$ cat src/rtl/led_sequencer.sv
// LED pattern sequencer: queues {pattern, hold} entries in a 4-deep FIFO and
// shows each one for hold*CLK_PER_TICK cycles, with a 16-step PWM brightness.
module led_sequencer #(
  parameter int unsigned CLK_PER_TICK = 100
) (
  input  logic       clk,
  input  logic       reset,
  input  logic       pat_valid,
  output logic       pat_ready,
  input  logic [3:0] pat_data,
  input  logic [7:0] pat_hold,
  input  logic [3:0] duty,
  output logic [3:0] led,
  output logic       busy
);

  localparam logic [15:0] TickLast = 16'(CLK_PER_TICK - 1);

  typedef enum logic {StIdle, StShow} state_t;

  state_t      state_q, state_d;
  logic [3:0]  fifo_pat  [4];
  logic [7:0]  fifo_hold [4];
  logic [1:0]  wr_ptr_q, wr_ptr_d;
  logic [1:0]  rd_ptr_q, rd_ptr_d;
  logic [2:0]  count_q, count_d;
  logic [15:0] presc_q, presc_d;
  logic [8:0]  hold_q, hold_d;
  logic [3:0]  cur_pat_q, cur_pat_d;
  logic [3:0]  pwm_cnt_q;
  logic [3:0]  led_q, led_d;

  logic       push, pop, tick, show_end, pwm_on;
  logic [3:0] head_pat;
  logic [8:0] head_hold;

  assign pat_ready = (count_q != 3'd4);
  assign busy      = (state_q == StShow) || (count_q != 3'd0);
  assign led       = led_q;

  assign push      = pat_valid && pat_ready;
  assign tick      = (state_q == StShow) && (presc_q == TickLast);
  assign show_end  = tick && (hold_q == 9'd1);
  assign pop       = (count_q != 3'd0) && ((state_q == StIdle) || show_end);
  assign head_pat  = fifo_pat[rd_ptr_q];
  // A stored hold of zero stands for a full 256 ticks.
  assign head_hold = (fifo_hold[rd_ptr_q] == 8'd0) ? 9'd256 : {1'b0, fifo_hold[rd_ptr_q]};
  assign pwm_on    = (duty == 4'hf) || (pwm_cnt_q < duty);

  always_comb begin
    wr_ptr_d = push ? wr_ptr_q + 2'd1 : wr_ptr_q;
    rd_ptr_d = pop  ? rd_ptr_q + 2'd1 : rd_ptr_q;
    count_d  = count_q;
    if (push && !pop) begin
      count_d = count_q + 3'd1;
    end else if (pop && !push) begin
      count_d = count_q - 3'd1;
    end
  end

  always_comb begin
    state_d   = state_q;
    cur_pat_d = cur_pat_q;
    hold_d    = hold_q;
    presc_d   = presc_q;
    case (state_q)
      StIdle: begin
        if (pop) begin
          state_d   = StShow;
          cur_pat_d = head_pat;
          hold_d    = head_hold;
          presc_d   = 16'd0;
        end
      end
      StShow: begin
        if (tick) begin
          presc_d = 16'd0;
          hold_d  = hold_q - 9'd1;
          if (show_end) begin
            if (pop) begin
              // Chain straight into the next entry so no dark cycle appears.
              cur_pat_d = head_pat;
              hold_d    = head_hold;
            end else begin
              state_d = StIdle;
            end
          end
        end else begin
          presc_d = presc_q + 16'd1;
        end
      end
      default: state_d = StIdle;
    endcase
  end

  always_comb begin
    led_d = 4'b0000;
    if (state_q == StShow) begin
      led_d = cur_pat_q & {4{pwm_on}};
    end
  end

  always_ff @(posedge clk) begin
    if (reset) begin
      state_q   <= StIdle;
      wr_ptr_q  <= 2'd0;
      rd_ptr_q  <= 2'd0;
      count_q   <= 3'd0;
      presc_q   <= 16'd0;
      hold_q    <= 9'd0;
      cur_pat_q <= 4'd0;
      pwm_cnt_q <= 4'd0;
      led_q     <= 4'd0;
    end else begin
      state_q   <= state_d;
      wr_ptr_q  <= wr_ptr_d;
      rd_ptr_q  <= rd_ptr_d;
      count_q   <= count_d;
      presc_q   <= presc_d;
      hold_q    <= hold_d;
      cur_pat_q <= cur_pat_d;
      pwm_cnt_q <= pwm_cnt_q + 4'd1;
      led_q     <= led_d;
    end
  end

  // Storage is not reset; the pointers alone define what is valid.
  always_ff @(posedge clk) begin
    if (!reset && push) begin
      fifo_pat[wr_ptr_q]  <= pat_data;
      fifo_hold[wr_ptr_q] <= pat_hold;
    end
  end

endmodule

$ cat config.mk
export PLATFORM = sky130hd
export DESIGN_NAME = led_sequencer
export DESIGN_NICKNAME = d
export VERILOG_FILES = /design/src/rtl/led_sequencer.sv
export SDC_FILE = /design/constraint.sdc
export NUM_CORES = 1
export LEC_CHECK = 0
export ABC_CLOCK_PERIOD_IN_PS = 5300
export CAP_MARGIN = 15
export CORE_MARGIN = 8
export CORE_UTILIZATION = 60
export CTS_CLUSTER_SIZE = 8
export DETAILED_ROUTE_END_ITERATION = 8
export DONT_BUFFER_PORTS = 1
export GPL_TIMING_DRIVEN = 0
export PLACE_DENSITY = 0.76
export SYNTH_ARGS = -nofsm -noshare
export SYNTH_HDL_FRONTEND = slang
export SYNTH_SLANG_ARGS = --single-unit
export TNS_END_PERCENT = 20
$ cat constraint.sdc
create_clock -name clk -period 5.3 [get_ports clk]
set_input_delay 1.325 -clock clk [delete_from_list [all_inputs] [get_ports clk]]
set_output_delay 1.325 -clock clk [all_outputs]
set_load 0.01 [all_outputs]
==> impl_metrics.tcl, run 1 <==
set metrics [dict create \
    status "completed" \
    dieArea_mm2 0.0100 \
    ant_nets 0 \
    cts.sinks 95 \
    cts-root-buf "clkbuf_8" \
    syn_nets 388 \
    cp-start-kind "register" \
    synth-simple-area-share 0.165 \
    cp_max_fo 10 \
    cts_tree "done" \
    first_global_vias 2900 \
    die_height_um 100 \
    clock_path_buffers 2 \
    fin_ws_ps 1960 \
    synth_top_family_by_area "simple AND/OR/NAND/NOR gates" \
    end_kind "register" \
    path_clk_slew_ps 90 \
    worst-setup-path-type "register to register" \
    holdBufCountCts 0 \
    worst_path_most_repeated_cell "ha_1" \
    synthCells 356 \
    crit_chain "ha_1, or3b_2, or4_4, buf_6, o22ai_4, inv_4, ha_1, inv_1, fa_1, xor2_1, or3_1, a21oi_1" \
    cts_made_buffers 9 \
    synth_area_mm2 0.00426 \
    place_ws_ps 2000 \
    ys_ff_latch 95 \
    hold_viol_final 0 \
    synth_compound_gate_area_share 0.103 \
    synth_area_leaders "edfxtp_1 (34%), dfxtp_1 (22%), mux4_2 (6.3%), ha_1 (3.5%), nor2_1 (2.6%)" \
    final_nets 399 \
    p_per_area_mw_per_mm2 451 \
    regToRegSetupSlack_ps 1960 \
    initial_utilization 0.623 \
    hold_class "register to register" \
    antenna_found_initial 0 \
    htreeDepth 3 \
    synth_top_cell_by_area "edfxtp_1" \
    syn_to_final_growth_pct 7.44 \
    synth_mux_area_frac 0.0823 \
    p_leak_nw 1.57 \
    io_buffers 0 \
    cts_setup_buffers 0 \
    dp_hpwl_um 5890 \
    final_layout_size_suffix_gt1_frac 0.118 \
    routedWlPerCell_um 17.8 \
    crit_arrival_ps 3630 \
    grt_pass1_wl_um 13800 \
    ios 25 \
    synth_edf_count 48 \
    ys_types 52 \
    peakVddDrop_mv 0.319 \
    viasPerCell 6.02 \
    synth_top_area_frac 0.339 \
    slowest_delay_ps 520 \
    drtPass1Iterations 4 \
    layout_min_cycle_time_ps 3340 \
    grt_remaining_overflow 0 \
    die_w_um 100 \
    cp_slowest_cell "or3b_2" \
    grt_max_degree 17 \
    rows 30 \
    cap_viol_max_count 0 \
    fin_crit_sh 0.630 \
    vias 2817 \
    yosys_warnings 0 \
    syn_area_per_cell_um2 12.0 \
    postCtsResizedCells 0 \
    drt-total-wl_um 8310 \
    drtIter0Drc 214 \
    final_max_slew_viol_count 0 \
    drc 0 \
    worst_pin_slew_ps 837 \
    antenna_cells 0 \
    cp.required_ps 5590 \
    routabilityCongestion 0.877 \
    maxSlewHeadroom 0.442 \
    grt_usage 0.176 \
    max_freq_ghz 0.299 \
    synth_ff_type "edfxtp_1" \
    fp.coreArea_mm2 0.00683 \
    synth_fa_ha_area_frac 0.0400 \
    fin_setup_tns_ps 0 \
    synthArstFlopShare 0 \
    synth_seq_area_share 0.560 \
    synth_xor_xnor_area_share 0.0144 \
    n_fill_cell 527 \
    worstSkewPairLatency_ps 360 \
    fin_skew_ps 8.76 \
    rsz0062_at_grt "no" \
    setup_viol 0 \
]
[path summary, 6_finish.rpt]
path | startpoint | to | cells past startpoint
hold / removal | cur_pat_q[3]$_SDFFE_PP0P_ | led[3]$_SDFF_PP0_ | 2
setup reg to reg | presc_q[0]$_SDFFE_PP0P_ | count_q[2]$_SDFFE_PP0P_ | 12
hold reg to reg | cur_pat_q[3]$_SDFFE_PP0P_ | led[3]$_SDFF_PP0_ | 2
setup / recovery | presc_q[0]$_SDFFE_PP0P_ | count_q[2]$_SDFFE_PP0P_ | 12
[critical path, delay by kind of cell, from the launching register on]
kind / cells / cell delay, ps
AOI/OAI and AO/OA: 2 / 490
xor gates and xnor gates: 1 / 80
adders and majority gates: 3 / 680
buffers and inverters: 3 / 330
DFF: 1 / 410
and+or+nand+nor: 3 / 1290
[per-stage QoR]
step	utilization	total power, W	hold WS, ps	std cells	area, um^2
2_1_floorplan	-	0.00145	415	356	4260
3_3_place_gp	0.641	0.00158	431	452	4380
3_5_place_dp	0.641	0.00161	433	452	4380
4_1_cts	0.669	0.00207	442	468	4570
5_1_grt	0.669	0.00219	458	468	4570
6_report	0.669	0.00206	440	468	4570
[synthesized netlist by cell type (2+ instances only)]
master / n
xor2_1: 3
clkbuf_1: 8
or3_1: 8
and4_1: 2
and3_1: 2
nand4_1: 3
o32ai_1: 4
a31oi_1: 7
nand3_1: 10
nor4_1: 4
dfxtp_1: 47
xnor2_1: 4
or4_1: 4
nor2b_1: 2
o21a_1: 2
a21oi_1: 17
and4_2: 2
inv_1: 15
nor3_1: 8
and3_2: 4
a311oi_1: 6
or4_4: 3
o21ai_1: 2
mux4_2: 12
nand3b_1: 2
ha_1: 12
mux2i_1: 8
a22oi_1: 3
clkinv_1: 2
nand2_1: 19
and2_1: 5
a21o_1: 4
nand2b_1: 10
o21ai_0: 11
a211oi_1: 5
edfxtp_1: 48
buf_6: 4
nor2_1: 30
[logic make-up (layout without fill, tap and decap cells)]
logic type | Yosys count | in the layout
and+or+nand+nor | 124 | 124
DFF | 95 | 95
AOI/OAI and AO/OA | 66 | 66
muxes | 20 | 20
xor gates and xnor gates | 7 | 7
adders and majority gates | 13 | 13
buffers and inverters | 31 | 47
[cell type report]
cell class,instances,area [um^2],share of cell area
sequential,95,2380,0.521
multi-input combinational,230,1730,0.377
clock buffer,13,170,0.0372
tap,96,120,0.0263
buffer,13,78.8,0.0172
inverter,18,70.1,0.0153
clock inverter,3,26.3,0.00575
[where the power goes]
part	internal, W	leakage, nW	switching, W	total [W]
clock	0.000215	0.0989	0.000248	0.000463
sequential	0.000863	0.819	0.0000743	0.000937
combinational	0.000277	0.647	0.000385	0.000663
total	0.00136	1.57	0.000707	0.00206
[metal layers]
metal  vias to the layer above  share of wire  GRT usage
li1                       1368              -          -
met1                      1377           0.42      0.195
met2                        60           0.51      0.306
met3                        12          0.048     0.0505
met4                         0          0.019     0.0756
met5                         -              0          0
[layout by cell type, fill, tap and decap left out, types with 3 or more instances in the layout]
cell type  Yosys  routed
edfxtp_1      48      48
dfxtp_1       47      47
nor2_1        30      30
nand2_1       19      19
a21oi_1       17      17
inv_1         15      15
mux4_2        12      12
ha_1          12      12
o21ai_0       11      11
clkbuf_1       8      10
nand2b_1      10      10
nand3_1       10      10
clkbuf_8       0      10
nor3_1         8       8
mux2i_1        8       8
or3_1          8       8
a31oi_1        7       7
a311oi_1       6       6
and2_1         5       5
a211oi_1       5       5
buf_6          4       4
or4_1          4       4
nor4_1         4       4
o32ai_1        4       4
a21o_1         4       4
xnor2_1        4       4
and3_2         4       4
or4_4          3       3
a22oi_1        3       3
xor2_1         3       3
nand4_1        3       3
clkinv_4       0       3
[flip-flops by register name, summed over array words and instances, names as in the netlist, named ones only]
name and flops:
fifo_hold 32, hold_q 9, rd_ptr_q 2, presc_q 16, cur_pat_q 4, wr_ptr_q 2
fifo_pat 16, count_q 3, pwm_cnt_q 4, led 4, state_q 1
(Power assumes the default switching activity.)
==> inputs of run 2 (changes only) <==
--- a/config.mk
+++ b/config.mk
@@ -5,15 +5,15 @@
 export SDC_FILE = /design/constraint.sdc
 export NUM_CORES = 1
 export LEC_CHECK = 0
-export ABC_CLOCK_PERIOD_IN_PS = 5300
+export ABC_CLOCK_PERIOD_IN_PS = 2900
 export CAP_MARGIN = 15
 export CORE_MARGIN = 8
-export CORE_UTILIZATION = 60
+export CORE_UTILIZATION = 57
 export CTS_CLUSTER_SIZE = 8
 export DETAILED_ROUTE_END_ITERATION = 8
 export DONT_BUFFER_PORTS = 1
 export GPL_TIMING_DRIVEN = 0
-export PLACE_DENSITY = 0.76
+export PLACE_DENSITY = 0.75
 export SYNTH_ARGS = -nofsm -noshare
 export SYNTH_HDL_FRONTEND = slang
 export SYNTH_SLANG_ARGS = --single-unit
==> constraint.sdc (replaced) <==
create_clock -name clk -period 2.9 [get_ports clk]
set_input_delay 0.725 -clock clk [delete_from_list [all_inputs] [get_ports clk]]
set_output_delay 0.725 -clock clk [all_outputs]
set_load 0.01 [all_outputs]
==> impl_metrics.tcl, run 2 (same netlist as run 1, synthesis figures left out) <==
set metrics [dict create \
    status "completed" \
    drtPass1Iterations 4 \
    drtIter0Drc 132 \
    p_leak_nw 1.57 \
    final_cell_mix "edfxtp_1 (48), dfxtp_1 (43), nor2_1 (30)" \
    htreeDepth 3 \
    routabilityCongestion 0.885 \
    routedWlPerCell_um 17.4 \
    die_w_um 102 \
    fin_ws_ps 99.5 \
    clock_path_buffers 2 \
    top_register "fifo_hold" \
    syn_to_final_growth_pct 8.44 \
    peakVddDrop_mv 0.427 \
    final_max_slew_viol_count 0 \
    dp_hpwl_um 5730 \
    final_nets 401 \
    cp-start-kind "register" \
    place_ws_ps -219 \
    viasPerCell 5.95 \
    grt_pass1_wl_um 13800 \
    layout_min_cycle_time_ps 2800 \
    initial_utilization 0.587 \
    dr_wl_met2_um 4240 \
    end_kind "register" \
    path_clk_slew_ps 100 \
    crit_start "presc_q[3]$_SDFFE_PP0P_" \
    setup_viol 0 \
    grt_max_degree 17 \
    cts_made_buffers 9 \
    max_freq_ghz 0.357 \
    maxUsedRoutingLayer "met4" \
    crit_arrival_ps 3090 \
    final_common_cell "edfxtp_1" \
    worstSkewPairLatency_ps 360 \
    first_global_vias 2833 \
    final_layout_size_suffix_gt1_frac 0.139 \
    reg_top3 "fifo_hold: 32 flops, fifo_pat: 16 flops, presc_q: 16 flops" \
    vias 2813 \
    drc 0 \
    fp.coreArea_mm2 0.00725 \
    cts.sinks 95 \
    largest_reg_flops 32 \
    io_buffers 0 \
    maxSlewHeadroom 0.434 \
    antenna_found_initial 0 \
    cp.required_ps 3190 \
    ant_nets 0 \
    n_fill_cell 590 \
    ios 25 \
    dr_wl_met3_um 432 \
    antenna_cells 0 \
    die_height_um 102 \
    grt_usage 0.173 \
    cp-endpoint "count_q[2]$_SDFFE_PP0P_" \
    drt-met1-wl_um 3470 \
    grt_remaining_overflow 0 \
    hold_viol_final 0 \
    drt-total-wl_um 8240 \
    ff2ff_path_depth 10 \
    cp_max_fo 7 \
    worst-setup-path-type "register to register" \
    worst_pin_slew_ps 849 \
    cts-root-buf "clkbuf_8" \
    rr_startpoint "presc_q[3]$_SDFFE_PP0P_" \
    placed_area_mm2 0.00439 \
    regToRegSetupSlack_ps 100 \
    p_per_area_mw_per_mm2 824 \
    final_area_mm2 0.00462 \
    fin_skew_ps 13.6 \
    cap_viol_max_count 0 \
    dieArea_mm2 0.0105 \
    timing.rr.end "count_q[2]$_SDFFE_PP0P_" \
    fin_crit_sh 0.966 \
    hold_class "input port to register" \
    cts_tree "done" \
    rows 31 \
]
run 2: cell count changes in the layout (fill, tap and decap cells not counted), moves of 2 or more:
cell	delta
buf_4	+3
clkinv_4	-2
dfxtp_1	-4
dfxtp_2	+2
dfxtp_4	+2
inv_6	+2
run 2: worst min-delay path by stage:
stage | depth (start not counted) | endpoint | start
2_1_floorplan | 2 | led[0]$_SDFF_PP0_ | cur_pat_q[0]$_SDFFE_PP0P_
3_5_place_dp | 2 | led[2]$_SDFF_PP0_ | cur_pat_q[2]$_SDFFE_PP0P_
3_3_place_gp | 2 | led[2]$_SDFF_PP0_ | cur_pat_q[2]$_SDFFE_PP0P_
5_1_grt | 0 | fifo_pat[2][1]$_DFFE_PP_ | pat_data[1]
6_report | 0 | fifo_pat[2][1]$_DFFE_PP_ | pat_data[1]
4_1_cts | 0 | fifo_pat[2][1]$_DFFE_PP_ | pat_data[1]
run 2: repair_timing:
action,4_1_cts,5_1_grt
setup buffers,1,2
hold buffers,0,0
pin swaps,2,2
gates resized for setup,7,1
endpoints found under the setup margin,2,2
run 2: power by group:
part / internal [W] / switching [W] / leakage [nW]
Combinational: 0.000527 / 0.000698 / 0.655
Sequential: 0.00158 / 0.000134 / 0.822
Clock: 0.000404 / 0.000458 / 0.0949
Total: 0.00251 / 0.00129 / 1.57
run 2: through the flow:
step / hold WS (ps) / power [W] / utilization / setup TNS, ps / std cells
after detailed placement: 434 / 0.00293 / 0.605 / -382 / 455
after floorplan: 415 / 0.00266 / - / 0 / 356
after global routing: 426 / 0.00404 / 0.636 / -5.09 / 473
after CTS: 435 / 0.00381 / 0.634 / 0 / 471
after global placement: 434 / 0.00290 / 0.605 / -327 / 455
final: 449 / 0.00380 / 0.636 / 0 / 473
run 2: layout make-up:
cell class | instances | area, um^2 | area share
buffer | 12 | 67.6 | 0.0146
multi-input combinational | 230 | 1740 | 0.378
sequential | 95 | 2390 | 0.518
timing repair buffer | 3 | 22.5 | 0.00488
clock buffer | 10 | 128 | 0.0276
tap | 99 | 124 | 0.0268
clock inverter | 6 | 67.6 | 0.0146
inverter | 18 | 70.1 | 0.0152
run 2: critical path, stage by stage, from the launching register on:
cell and delay [ps]:
dfxtp_2 360, or4_4 560, or4_4 610, o22ai_4 170
inv_4 60, ha_1 200, inv_1 70, fa_1 180
xor2_1 80, or3_1 300, a21oi_1 140
run 2: metal layers:
| metal | global-route usage | vias up |
|---|---|---|
| li1 | - | 1367 |
| met1 | 0.199 | 1381 |
| met2 | 0.291 | 58 |
| met3 | 0.0504 | 7 |
| met4 | 0.0745 | 0 |
| met5 | 0 | - |
